==> config.mk <==
export PLATFORM = sky130hd
export DESIGN_NAME = alu_operand_arbiter
export DESIGN_NICKNAME = d
export VERILOG_FILES = /design/src/rtl/alu_operand_arbiter_pkg.sv /design/src/rtl/mux2w32.sv /design/src/rtl/alu_operand_arbiter.sv
export SDC_FILE = /design/constraint.sdc
export NUM_CORES = 1
export LEC_CHECK = 0
export BUFFER_PORTS_ARGS = -buffer_cell sky130_fd_sc_hd__buf_2
export CORE_AREA = 2 2 102 104
export CTS_CLUSTER_SIZE = 25
export DETAILED_ROUTE_END_ITERATION = 10
export DIE_AREA = 0 0 104 106
export GPL_ROUTABILITY_DRIVEN = 1
export PLACE_DENSITY = 0.7
export SYNTH_ARGS = -nofsm -noshare
export SYNTH_HDL_FRONTEND = slang
export SYNTH_SLANG_ARGS = --single-unit
==> constraint.sdc <==
create_clock -name clk -period 6.6 [get_ports clk]
set_clock_uncertainty 0.15 [all_clocks]
set_input_delay 0.99 -clock clk [delete_from_list [all_inputs] [get_ports clk]]
set_output_delay 0.99 -clock clk [all_outputs]
set_load 0.005 [all_outputs]
==> src/rtl/alu_operand_arbiter_pkg.sv <==
// Shared definitions for the ALU operand arbiter.
//   DATA_W       : operand width; fixed by the 2:1 gate-level mux.
//   SRC_A/SRC_B  : encoding of out_src and last_src.
//   state_t      : output-register occupancy state.
package alu_operand_arbiter_pkg;

    localparam int DATA_W = 32;

    localparam logic SRC_A = 1'b0;
    localparam logic SRC_B = 1'b1;

    typedef enum logic {
        ST_EMPTY = 1'b0,
        ST_FULL  = 1'b1
    } state_t;

endpackage

==> src/rtl/mux2w32.sv <==
// Gate-level 2:1 multiplexer, 32 bits wide.
//   a   : data selected when sel = 0
//   b   : data selected when sel = 1
//   sel : select
//   y   : selected data
module mux2w32 (
    input  logic [31:0] a,
    input  logic [31:0] b,
    input  logic        sel,
    output logic [31:0] y
);

    assign y = (a & {32{~sel}}) | (b & {32{sel}});

endmodule

==> src/rtl/alu_operand_arbiter.sv <==
// Round-robin arbiter sharing the ALU operand path between requesters A and B.
// The winner's operand goes through a 2:1 mux into a one-entry output register
// that feeds the ALU.
//
// Handshake: on every channel a transfer happens on a rising clk edge where
// valid and ready are both high. Ready may depend on valid in the same cycle;
// valid never depends on ready.
//
// Ports:
//   clk, rst               : clock (rising edge), async active-high reset
//   a_valid/a_data/a_ready : requester A channel
//   b_valid/b_data/b_ready : requester B channel
//   out_valid/out_data     : registered operand towards the ALU
//   out_src                : source of out_data (0 = A, 1 = B)
//   out_ready              : ALU consumes out_data this cycle
//   cnt_clr                : synchronous clear of both grant counters
//   grant_cnt_a/_b         : saturating grant counters
module alu_operand_arbiter
    import alu_operand_arbiter_pkg::*;
#(
    parameter int CNT_W = 16
) (
    input  logic              clk,
    input  logic              rst,
    input  logic              a_valid,
    input  logic [DATA_W-1:0] a_data,
    output logic              a_ready,
    input  logic              b_valid,
    input  logic [DATA_W-1:0] b_data,
    output logic              b_ready,
    output logic              out_valid,
    output logic [DATA_W-1:0] out_data,
    output logic              out_src,
    input  logic              out_ready,
    input  logic              cnt_clr,
    output logic [CNT_W-1:0]  grant_cnt_a,
    output logic [CNT_W-1:0]  grant_cnt_b
);

    localparam logic [CNT_W-1:0] CNT_ONE = 1;
    localparam logic [CNT_W-1:0] CNT_MAX = '1;

    state_t            state;
    state_t            state_nxt;
    logic              last_src;
    logic              grant_a;
    logic              grant_b;
    logic              can_load;
    logic              load;
    logic [DATA_W-1:0] mux_y;

    // Contention goes to the side that did not win last time.
    assign grant_a  = a_valid & (~b_valid | (last_src == SRC_B));
    assign grant_b  = b_valid & (~a_valid | (last_src == SRC_A));
    assign can_load = (state == ST_EMPTY) | out_ready;

    // rst gating keeps both readies low while the flops are held in reset.
    assign a_ready  = grant_a & can_load & ~rst;
    assign b_ready  = grant_b & can_load & ~rst;
    assign load     = a_ready | b_ready;

    assign out_valid = (state == ST_FULL);

    mux2w32 u_mux (
        .a   (a_data),
        .b   (b_data),
        .sel (grant_b),
        .y   (mux_y)
    );

    always_comb begin
        state_nxt = state;
        if (load) begin
            state_nxt = ST_FULL;
        end else if ((state == ST_FULL) && out_ready) begin
            state_nxt = ST_EMPTY;
        end
    end

    always_ff @(posedge clk or posedge rst) begin
        if (rst) begin
            state    <= ST_EMPTY;
            out_data <= '0;
            out_src  <= SRC_A;
            last_src <= SRC_B;
        end else begin
            state <= state_nxt;
            if (load) begin
                out_data <= mux_y;
                out_src  <= grant_b;
                last_src <= grant_b;
            end
        end
    end

    // Clear wins over increment; counters stick at all-ones.
    always_ff @(posedge clk or posedge rst) begin
        if (rst) begin
            grant_cnt_a <= '0;
            grant_cnt_b <= '0;
        end else if (cnt_clr) begin
            grant_cnt_a <= '0;
            grant_cnt_b <= '0;
        end else begin
            if (a_ready && (grant_cnt_a != CNT_MAX)) begin
                grant_cnt_a <= grant_cnt_a + CNT_ONE;
            end
            if (b_ready && (grant_cnt_b != CNT_MAX)) begin
                grant_cnt_b <= grant_cnt_b + CNT_ONE;
            end
        end
    end

endmodule

* Word level (Yosys, flattened, before mapping)
Index checks and enable logic that the tools add are counted.
** Word-level totals
- Logic and storage cells :: 41
- Input bits :: 70
- Bits in registers :: 67
** Cells by class
- Add/subtract/negate cells :: 2
- Reductions and logical operators :: 6
- Equality and inequality tests :: 2
- Mux-type cells :: 6
- Bitwise operators :: 19
** Operator list (count)
- $and 32x32->32 :: 2
- $mux 16 :: 4
- $add 16x1->16 const B :: 2
- $ne 16x16->1 const B :: 2
- $or 32x32->32 :: 1
- $and 1x1->1 :: 6
- $not 1->1 :: 6
- $reduce_bool 2->1 :: 3
- $or 1x1->1 :: 4
- $logic_and 1x1->1 :: 3
- $mux 1 :: 2

* Longest topological paths before layout
Gate-level depths: netlist of run 1.
- Depth in word-level cells :: 8
- Gate-level depth with buffers :: 7
- Mapped depth without buffers :: 6

* Modules after synthesis
From an unflattened synthesis of run 1, not the netlist that was laid out.
** Second synthesis, totals
- Cell total of the unflattened synthesis :: 302
- Area total of the unflattened synthesis :: 3672.3 um^2
** By module, submodules not included
- alu_operand_arbiter :: area each 3128.0 um^2, seq. area each 1677.9 um^2, cells an instance 266, times used 1
- mux2w32 :: area each 544.3 um^2, seq. area each 0.0 um^2, cells an instance 36, times used 1

* Worst setup path after synthesis of run 1
No wires, ideal clock.
- Path type :: in2out
- Start point :: input rst
- End point :: output a_ready
- Stages on the path :: 4
- Path slack :: 2.190 ns
- Arrival :: 3.270 ns
- Cell sequence :: inv_1 -> nand4_2 -> clkbuf_1 -> inv_1
** Between the ends
- Cells in the longest elaborated chain, start to end :: 2
** Ends and longest elaborated chain
- from (decl) :: RTL line alu_operand_arbiter.sv:24 : input logic rst,
- $not 1->1 :: RTL line alu_operand_arbiter.sv:58 : assign a_ready = grant_a & can_load & ~rst;
- $and 1x1->1 :: RTL line alu_operand_arbiter.sv:58
- to (decl) :: RTL line alu_operand_arbiter.sv:27 : output logic a_ready,
Every way passes these cells.

* Worst setup path in the final report of run 1
Same ends and word-level chain as after synthesis.

==> out/metrics.yaml, run 1 <==
synthesis:
  yosysTopAreaCell: "dfrtp_1"
  synth_area_um2: 3360
  synth_common_cells: "dfrtp_1, nand2_1, o21ai_0"
  yosysMostFrequentCell: "dfrtp_1"
  ys_seq_area_share_pct: 49.9
  netlist_instances: 335
  synth.top_cell.area_share_pct: 49.1
  synth_nets: 407
  yosysUniqueCellTypes: 42
  synth_edf_count: 0
  syn_area_per_cell_um2: 10.0
  ys_ff_latch: 67
  synth_warnings: 0
  ys_async_sr_fraction_pct: 100
  yosys-top-cells-area: "dfrtp_1, mux2i_1, xnor2_1"
  synth_flop_cell: "dfrtp_1"
setup_path:
  path_max_fanout: 29
  arrival_ps: 2400
  path_cells: "buf_2, inv_2, nand4_2, inv_1, buf_2"
  path_class: "input port to output port"
  slowest_delay_ps: 490
  cp_top_family: "buffers and inverters"
  critical_path_required_ps: 5460
  crit_path_top_delay_cell: "nand4_2"
  critPathLaunchType: "input port"
  critPathBufInv: 4
  endpoint_kind: "output port"
  crit_top_cell: "buf_2"
clocking:
  cts_resized: 0
  cts_hold_buf: 0
  clock-sinks: 67
  cts_buffers: 9
  cts_tree: "built"
  root_buffer: "clkbuf_8"
  clockBufferDepth: 2
  post_cts_buffers: 0
  clk_pin_slew_ps: 70
  insertion_delay_ps: 340
  htreeDepth: 3
status:
  outcome: "completed"
pwr:
  p_switching_w: 0.000268
  comb_power_share_pct: 18.0
  internal-power_w: 0.000671
  totalPowerFinal_w: 0.000938
  switching_share_pct: 28.5
  p_clk_share_pct: 30.7
  power_leakage_nw: 2.07
  power_density_nw_per_um2: 217
  peakVddDrop_mv: 0.0890
  p_seq_share_pct: 51.3
job:
  maxCapViolCount: 0
floorplan:
  rows: 37
  dieArea_um2: 11000
  initial_utilization_pct: 33.6
  coreArea_um2: 10000
  die_height_um: 106
  pin_count: 138
  die_x_um: 104
drt:
  final_antenna_net_count: 0
  viasPerCell: 4.75
  drcViolationCount: 0
  drt_iter0_markers: 90
  wl_per_cell_um: 13.2
  vias: 2896
  dr.pass1.iters: 4
  routed_wl_um: 8060
grt:
  antenna_found_initial: 0
  grt_max_degree: 66
  grt_overflow_total: 0
  gr-usage-all-layers_pct: 15.0
  first_global_vias: 2821
  grt_pass1_wl_um: 13300
layout:
  num_antenna_cells: 0
  layout.cell_area.non_filler_um2: 4330
  fin_nets: 541
  drive_gt1_share_pct: 36.1
  layout.cells.non_filler: 610
  syn_to_final_growth_pct: 28.6
timing:
  hold_viol_final: 0
  finalSetupTns_ps: 0
  clock.fmax_mhz: 283
  layout_min_cycle_time_ps: 3540
  finalSetupViolations: 0
  period_share_pct: 53.6
  tightest_slew_ps: 619
  grt_setup_unrepaired: "no"
  holdWs_ps: 324
  relSlewSlack_pct: 58.7
  slew_violations: 0
place:
  post_dp_cell_area_um2: 4170
  hpwl_um: 5870
  gp_congestion: 0.786
  placedCellCount: 594
  io_buffers: 137
hold_path:
  hp-class: "register to register"
-- worst paths after layout --
| kind | from | to | slack [ps] | cells past startpoint |
|---|---|---|---|---|
| setup / recovery | rst | a_ready | 3060 | 5 |
| hold / removal | out_data[13] | out_data[13] | 320 | 2 |
| setup reg to reg | last_src | grant_cnt_b[12] | 4330 | 6 |
| hold reg to reg | out_data[13] | out_data[13] | 320 | 2 |
| max in group asynchronous | rst | out_data[29] | 4750 | 3 |
| min in group asynchronous | rst | grant_cnt_a[11] | 570 | 2 |
-- cell type report --
type | instances | area [um2]
sequential | 67 | 1680
clock inverter | 3 | 17.5
timing repair buffer | 140 | 708
tap | 136 | 170
fill | 1020 | 5670
inverter | 11 | 41.3
multi-input combinational | 240 | 1570
clock buffer | 13 | 139
-- routing by layer --
layer	up-vias	global-route usage [%]	wire length [um]
met3	13	3.86	473
met4	0	6.95	147
met5	-	0	0
met2	106	24.8	3910
li1	1433	-	-
met1	1344	18.5	3530
-- cell usage in the layout (no fill, tap or decap), drive strengths merged --
cell type,instances
a31oi,3
nor4b,2
buf,140
clkinv,2
nand4,6
and4,3
or3,2
dfstp,1
a21boi,1
o21ai,34
and2,3
nand2,42
inv,11
clkbuf,13
a21oi,8
or2,1
mux2i,33
dfrtp,66
xnor2,22
or2b,1
nand3,13
nor3b,2
nor2,28
a311oi,2
a21o,3
nor4,11
nand2b,1
ha,2
a2111oi,1
and3,3
nor3,9
clkinvlp,1
a211oi,4
-- cell families after synthesis --
family                   Yosys count  synth area share [%]
flip-flops                        67                  49.9
XOR/XNOR                          22                  5.73
adder cells (fa/ha/maj)            2                 0.744
AO/OA/AOI/OAI                     56                  10.5
multiplexers                      33                  9.82
AND/OR/NAND/NOR                  127                  19.3
buffers and inverters             28                  4.02
-- power groups by stage --
stage	logic [W]	clock network (W)	registers (W)
2_1_floorplan	0.0000859	0	0.000489
3_3_place_gp	0.000168	0	0.000488
3_5_place_dp	0.000174	0	0.000487
4_1_cts	0.000173	0.000302	0.000481
5_1_grt	0.000192	0.000321	0.000487
6_report	0.000169	0.000288	0.000481
-- through the flow --
| stage | setup slack [ps] | util (%) |
|---|---|---|
| 2_1_floorplan | 2190 | - |
| 3_3_place_gp | 3060 | 41.7 |
| 3_5_place_dp | 3000 | 41.7 |
| 4_1_cts | 3000 | 43.3 |
| 5_1_grt | 2860 | 43.3 |
| 6_report | 3060 | 43.3 |
-- worst reg2reg max path, stage by stage (launching register included) --
cell and delay [ps]:
dfstp_2 390, a21boi_4 140, buf_4 500, nand4_1 340
nor4_1 390, xnor2_1 160, nor2_1 50
-- sequential cells by signal, summed over array words and instances (netlist names) --
signal,flops
last_src,1
out_data,32
grant_cnt_b,16
grant_cnt_a,16
out_valid,1
out_src,1
(Power assumes the default switching activity.)
==> run 2, diff against run 1 <==
--- a/config.mk
+++ b/config.mk
@@ -11,7 +11,7 @@
 export DETAILED_ROUTE_END_ITERATION = 10
 export DIE_AREA = 0 0 104 106
 export GPL_ROUTABILITY_DRIVEN = 1
-export PLACE_DENSITY = 0.7
+export PLACE_DENSITY = 0.72
 export SYNTH_ARGS = -nofsm -noshare
 export SYNTH_HDL_FRONTEND = slang
 export SYNTH_SLANG_ARGS = --single-unit
==> constraint.sdc (replaced) <==
create_clock -name clk -period 3.05 [get_ports clk]
set_clock_uncertainty 0.15 [all_clocks]
set_input_delay 0.4575 -clock clk [delete_from_list [all_inputs] [get_ports clk]]
set_output_delay 0.4575 -clock clk [all_outputs]
set_load 0.005 [all_outputs]
==> run 2 against run 1 <==
  * Non-clock buffer count increased by 2
  * Total power up 120%
  * Clock power increased by 130%
  * Highest routed layer unchanged
  * Largest cell class unchanged
==> out/metrics.yaml, run 2 (synthesized netlist as in run 1, its figures left out) <==
setup_path:
  reg2regPathDepth: 6
  crit_path_top_delay_cell: "nand4_2"
  critical_path_required_ps: 2440
  critPathBufInv: 2
  path_cells: "or2b_1, nand4_2, inv_1, buf_2"
  cp_top_family: "simple AND/OR/NAND/NOR gates"
  cp-endpoint: "a_ready"
  arrival_ps: 1760
  critPathLaunchType: "register"
  path_class: "register to output port"
  path_max_fanout: 17
  slowest_delay_ps: 400
  cp.depth: 4
  r2r-start: "grant_cnt_b[0]"
  endpoint_kind: "output port"
  crit_start: "out_valid"
  regToRegSetupSlack_ps: 980
  timing.rr.end: "grant_cnt_b[11]"
floorplan:
  pin_count: 138
  initial_utilization_pct: 33.6
  die_height_um: 106
  rows: 37
  coreArea_um2: 10000
  die_x_um: 104
  dieArea_um2: 11000
pwr:
  peakVddDrop_mv: 0.166
  power_density_nw_per_um2: 477
  power_leakage_nw: 2.09
clocking:
  clk_pin_slew_ps: 70
  root_buffer: "clkbuf_8"
  cts_tree: "built"
  cts_resized: 0
  clock-sinks: 67
  clockBufferDepth: 2
  insertion_delay_ps: 340
  htreeDepth: 3
  cts_hold_buf: 0
  post_cts_buffers: 0
  cts_buffers: 9
drt:
  final_antenna_net_count: 0
  top_layer: "met4"
  dr_wl_met2_um: 3990
  drt_iter0_markers: 86
  wl_per_cell_um: 13.5
  routed_wl_um: 8240
  met3_length_um: 434
  drcViolationCount: 0
  vias: 2954
  viasPerCell: 4.83
  m1WireLength_um: 3670
  dr.pass1.iters: 4
timing:
  tightest_slew_ps: 950
  slew_violations: 0
  period_share_pct: 77.7
  layout_min_cycle_time_ps: 2370
  layout_setup_ws_ps: 679
  finalSetupViolations: 0
  hold_viol_final: 0
  relSlewSlack_pct: 36.4
  clock.fmax_mhz: 422
  finalSetupTns_ps: 0
  grt_setup_unrepaired: "no"
layout:
  largest_register: "out_data"
  layout.cell_area.non_filler_um2: 4360
  largest_register_ffs: 32
  fillers: 1022
  multiInputGateArea_um2: 1570
  syn_to_final_growth_pct: 29.7
  drive_gt1_share_pct: 36.6
  num_antenna_cells: 0
  fin_util_pct: 43.6
  reg.largest.list: "out_data (32), grant_cnt_a (16), grant_cnt_b (16)"
  final_common_cell: "buf_2"
  final_cell_mix: "buf_2, dfrtp_1, nand2_1, mux2i_1, o21ai_0"
  regArea_um2: 1680
  fin_nets: 543
grt:
  gr-usage-all-layers_pct: 15.4
  first_global_vias: 2880
  antenna_found_initial: 0
  grt_max_degree: 48
  grt_overflow_total: 0
  grt_pass1_wl_um: 13700
place:
  gp_congestion: 0.788
  io_buffers: 137
  preCtsSetupSlack_ps: 722
  hpwl_um: 6160
  post_dp_cell_area_um2: 4190
job:
  maxCapViolCount: 0
hold_path:
  hp-class: "input port to async pin"
status:
  outcome: "completed"
==> run 2: cell types whose count changed in the layout (fill, tap and decap cells not counted) <==
cell and change:
buf_4 +2, clkbuf_8 +2, clkbuf_1 -1, inv_2 -1
==> run 2: report_power, final <==
part	internal [W]	leakage, nW	switching, W
Sequential	0.000985	0.875	0.0000555
Clock	0.000338	0.0905	0.000335
Combinational	0.000175	1.12	0.000194
==> run 2: per-layer routing <==
metal / global-route usage, % / vias up
met4: 6.76 / 0
met2: 25.4 / 96
met5: 0 / -
met1: 19.6 / 1408
met3: 3.25 / 11
li1: - / 1439
==> run 2: final cells by class <==
class,instances,share of cell area (%)
well taps,136,3.90
clock buffers,14,3.73
repair buffers,142,16.6
clock inverters,2,0.229
inverters,11,1.03
multi-input cells,240,36.1
flip-flops and latches,67,38.5
==> run 2: worst register-to-register path, stage by stage, from the launching register on <==
cell      delay [ps]
dfrtp_1          420
ha_1             230
nand3_1          120
nor2_1           500
a211oi_4         190
a21o_2           240
a21oi_1          130
==> run 2: worst min-delay path by stage <==
| stage | from | endpoint | slack, ps | cells after the start |
|---|---|---|---|---|
| 2_1_floorplan | out_src | out_src | 320 | 2 |
| 3_3_place_gp | out_data[16] | out_data[16] | 310 | 2 |
| 3_5_place_dp | out_data[5] | out_data[5] | 320 | 2 |
| 4_1_cts | rst | grant_cnt_b[3] | 30 | 3 |
| 5_1_grt | rst | grant_cnt_b[3] | 50 | 3 |
| 6_report | rst | grant_cnt_b[3] | 30 | 3 |
==> run 2: stage by stage <==
step / total power [W] / hold slack, ps / cells
2_1_floorplan: 0.00124 / 321 / 335
3_3_place_gp: 0.00142 / 310 / 596
3_5_place_dp: 0.00143 / 320 / 596
4_1_cts: 0.00211 / 35.0 / 612
5_1_grt: 0.00220 / 49.6 / 612
6_report: 0.00208 / 30.7 / 612
==> run 3, diff against run 2 <==
==> constraint.sdc (replaced) <==
create_clock -name clk -period 2 [get_ports clk]
set_clock_uncertainty 0.15 [all_clocks]
set_input_delay 0.3 -clock clk [delete_from_list [all_inputs] [get_ports clk]]
set_output_delay 0.3 -clock clk [all_outputs]
set_load 0.005 [all_outputs]
==> run 3 against run 2 <==
  * Wire length is 0.80% lower
  * Count of clock-buffer cells in the layout down 2
  * Critical path depth up 1
  * Cell count grew 0.98%
==> out/metrics.yaml, run 3 (synthesized netlist as in run 1, its figures left out) <==
status:
  outcome: "completed"
timing:
  finalSetupViolations: 0
  layout_min_cycle_time_ps: 1930
  period_share_pct: 96.6
  holdWs_ps: 6.78
  tightest_slew_ps: 624
  relSlewSlack_pct: 58.4
  grt_setup_unrepaired: "yes"
  clock.fmax_mhz: 518
  slew_violations: 0
  hold_viol_final: 0
layout:
  final_cell_mix: "buf_2, dfrtp_1, nand2_1, mux2i_1, nor2_1"
  fin_util_pct: 45.5
  num_antenna_cells: 0
  reg.largest.list: "out_data (32), grant_cnt_a (16), grant_cnt_b (16)"
  largest_register_ffs: 32
  layout.cells.non_filler: 618
  final_common_cell: "buf_2"
  syn_to_final_growth_pct: 35.1
  drive_gt1_share_pct: 40.7
  fillers: 985
  fin_nets: 551
  largest_register: "out_data"
floorplan:
  die_x_um: 104
  coreArea_um2: 10000
  initial_utilization_pct: 33.6
  die_height_um: 106
  dieArea_um2: 11000
  pin_count: 138
  rows: 37
clocking:
  clk_pin_slew_ps: 80
  insertion_delay_ps: 330
  cts_hold_buf: 0
  htreeDepth: 3
  clockBufferDepth: 2
  clock-sinks: 67
  root_buffer: "clkbuf_8"
  cts_buffers: 9
  cts_tree: "built"
pwr:
  power_leakage_nw: 2.16
  switching_share_pct: 26.8
  p_clk_share_pct: 34.9
  p_switching_w: 0.000899
  comb_power_share_pct: 17.9
  internal-power_w: 0.00245
  power_density_nw_per_um2: 737
  totalPowerFinal_w: 0.00335
  peakVddDrop_mv: 0.330
  p_seq_share_pct: 47.2
setup_path:
  crit_path_top_delay_cell: "dfstp_2"
  critical_path_required_ps: 1550
  path_class: "register to output port"
  path_cells: "nand2b_1, nand4_4, buf_4, inv_4, buf_2"
  slowest_delay_ps: 570
  critPathBufInv: 3
  path_max_fanout: 4
  cp_top_family: "flip-flops"
  critPathLaunchType: "register"
  endpoint_kind: "output port"
  arrival_ps: 1480
grt:
  grt_overflow_total: 0
  first_global_vias: 2897
  grt_max_degree: 66
  antenna_found_initial: 0
  grt_pass1_wl_um: 13700
  gr-usage-all-layers_pct: 15.3
hold_path:
  hp-class: "input port to async pin"
drt:
  drcViolationCount: 0
  final_antenna_net_count: 0
  routed_wl_um: 8180
  viasPerCell: 4.74
  dr.pass1.iters: 4
  drt_iter0_markers: 52
  wl_per_cell_um: 13.2
  vias: 2927
place:
  io_buffers: 137
  hpwl_um: 6030
  gp_congestion: 0.826
  placedCellCount: 603
job:
  maxCapViolCount: 0
run 3: cell types whose count changed in the layout (fill, tap and decap cells not counted), sizes merged:
cell	delta
bufinv	+1
buf	+8
clkbuf	-2
clkinv	-1
run 3: layer usage:
metal  GRT usage (%)  routed length [um]  part of all wire [%]  up-vias
li1                -                   -                     -     1461
met1            19.2                3630                    44     1350
met2            25.6                3970                    49      102
met3            3.49                 480                   5.9       14
met4            5.98                  96                   1.2        0
met5               0                   0                     0        -
run 3: worst register-to-register path, stage by stage, from the launching register on:
cell and delay [ps]:
dfstp_2 570, nand2b_1 160, nand4_4 90, buf_4 200, nor4_1 370, xnor2_1 160, nor2_1 60
run 3: area by class of cell:
class / instances / area, um2 / share of cell area (%)
Tap cell: 136 / 170 / 3.74
Sequential cell: 67 / 1680 / 36.9
Clock inverter: 2 / 35.0 / 0.771
Inverter: 11 / 47.5 / 1.05
Multi-Input combinational cell: 240 / 1650 / 36.4
Clock buffer: 12 / 165 / 3.63
Timing Repair Buffer: 150 / 796 / 17.5
run 3: worst paths after layout:
kind	slack [ps]	end	depth (start not counted)	startpoint
max in group asynchronous	1220	out_data[2]	3	rst
worst min register to register	330	out_data[20]	2	out_data[20]
worst min-delay path	7	grant_cnt_b[1]	3	rst
worst max-delay path	70	a_ready	5	last_src
min in group clk	90	out_data[0]	3	a_data[0]
worst max register to register	110	grant_cnt_a[8]	6	last_src
run 3: through the flow:
step / setup WS, ps / cell area (um2) / setup TNS, ps
finish: 67.8 / 4550 / 0
global route: -65.9 / 4550 / -182
CTS: 15.7 / 4530 / 0
detailed placement: 58.2 / 4310 / 0
global placement: 95.6 / 4310 / 0
floorplan: -474 / 3470 / -28890
run 3: timing repair:
action / in CTS / in global routing
setup endpoints to repair: 2 / 23
resized for setup: 1 / 5
pin swaps: 1 / 1
setup buffers: 1 / 0
endpoints found under the hold margin: 0 / 0
run 3: power by group through the flow:
stage | clock network [W] | logic [W] | registers, W
floorplan | 0 | 0.000319 | 0.00161
global placement | 0 | 0.000588 | 0.00160
detailed placement | 0 | 0.000610 | 0.00160
CTS | 0.00120 | 0.000612 | 0.00158
global route | 0.00126 | 0.000677 | 0.00160
finish | 0.00117 | 0.000599 | 0.00158
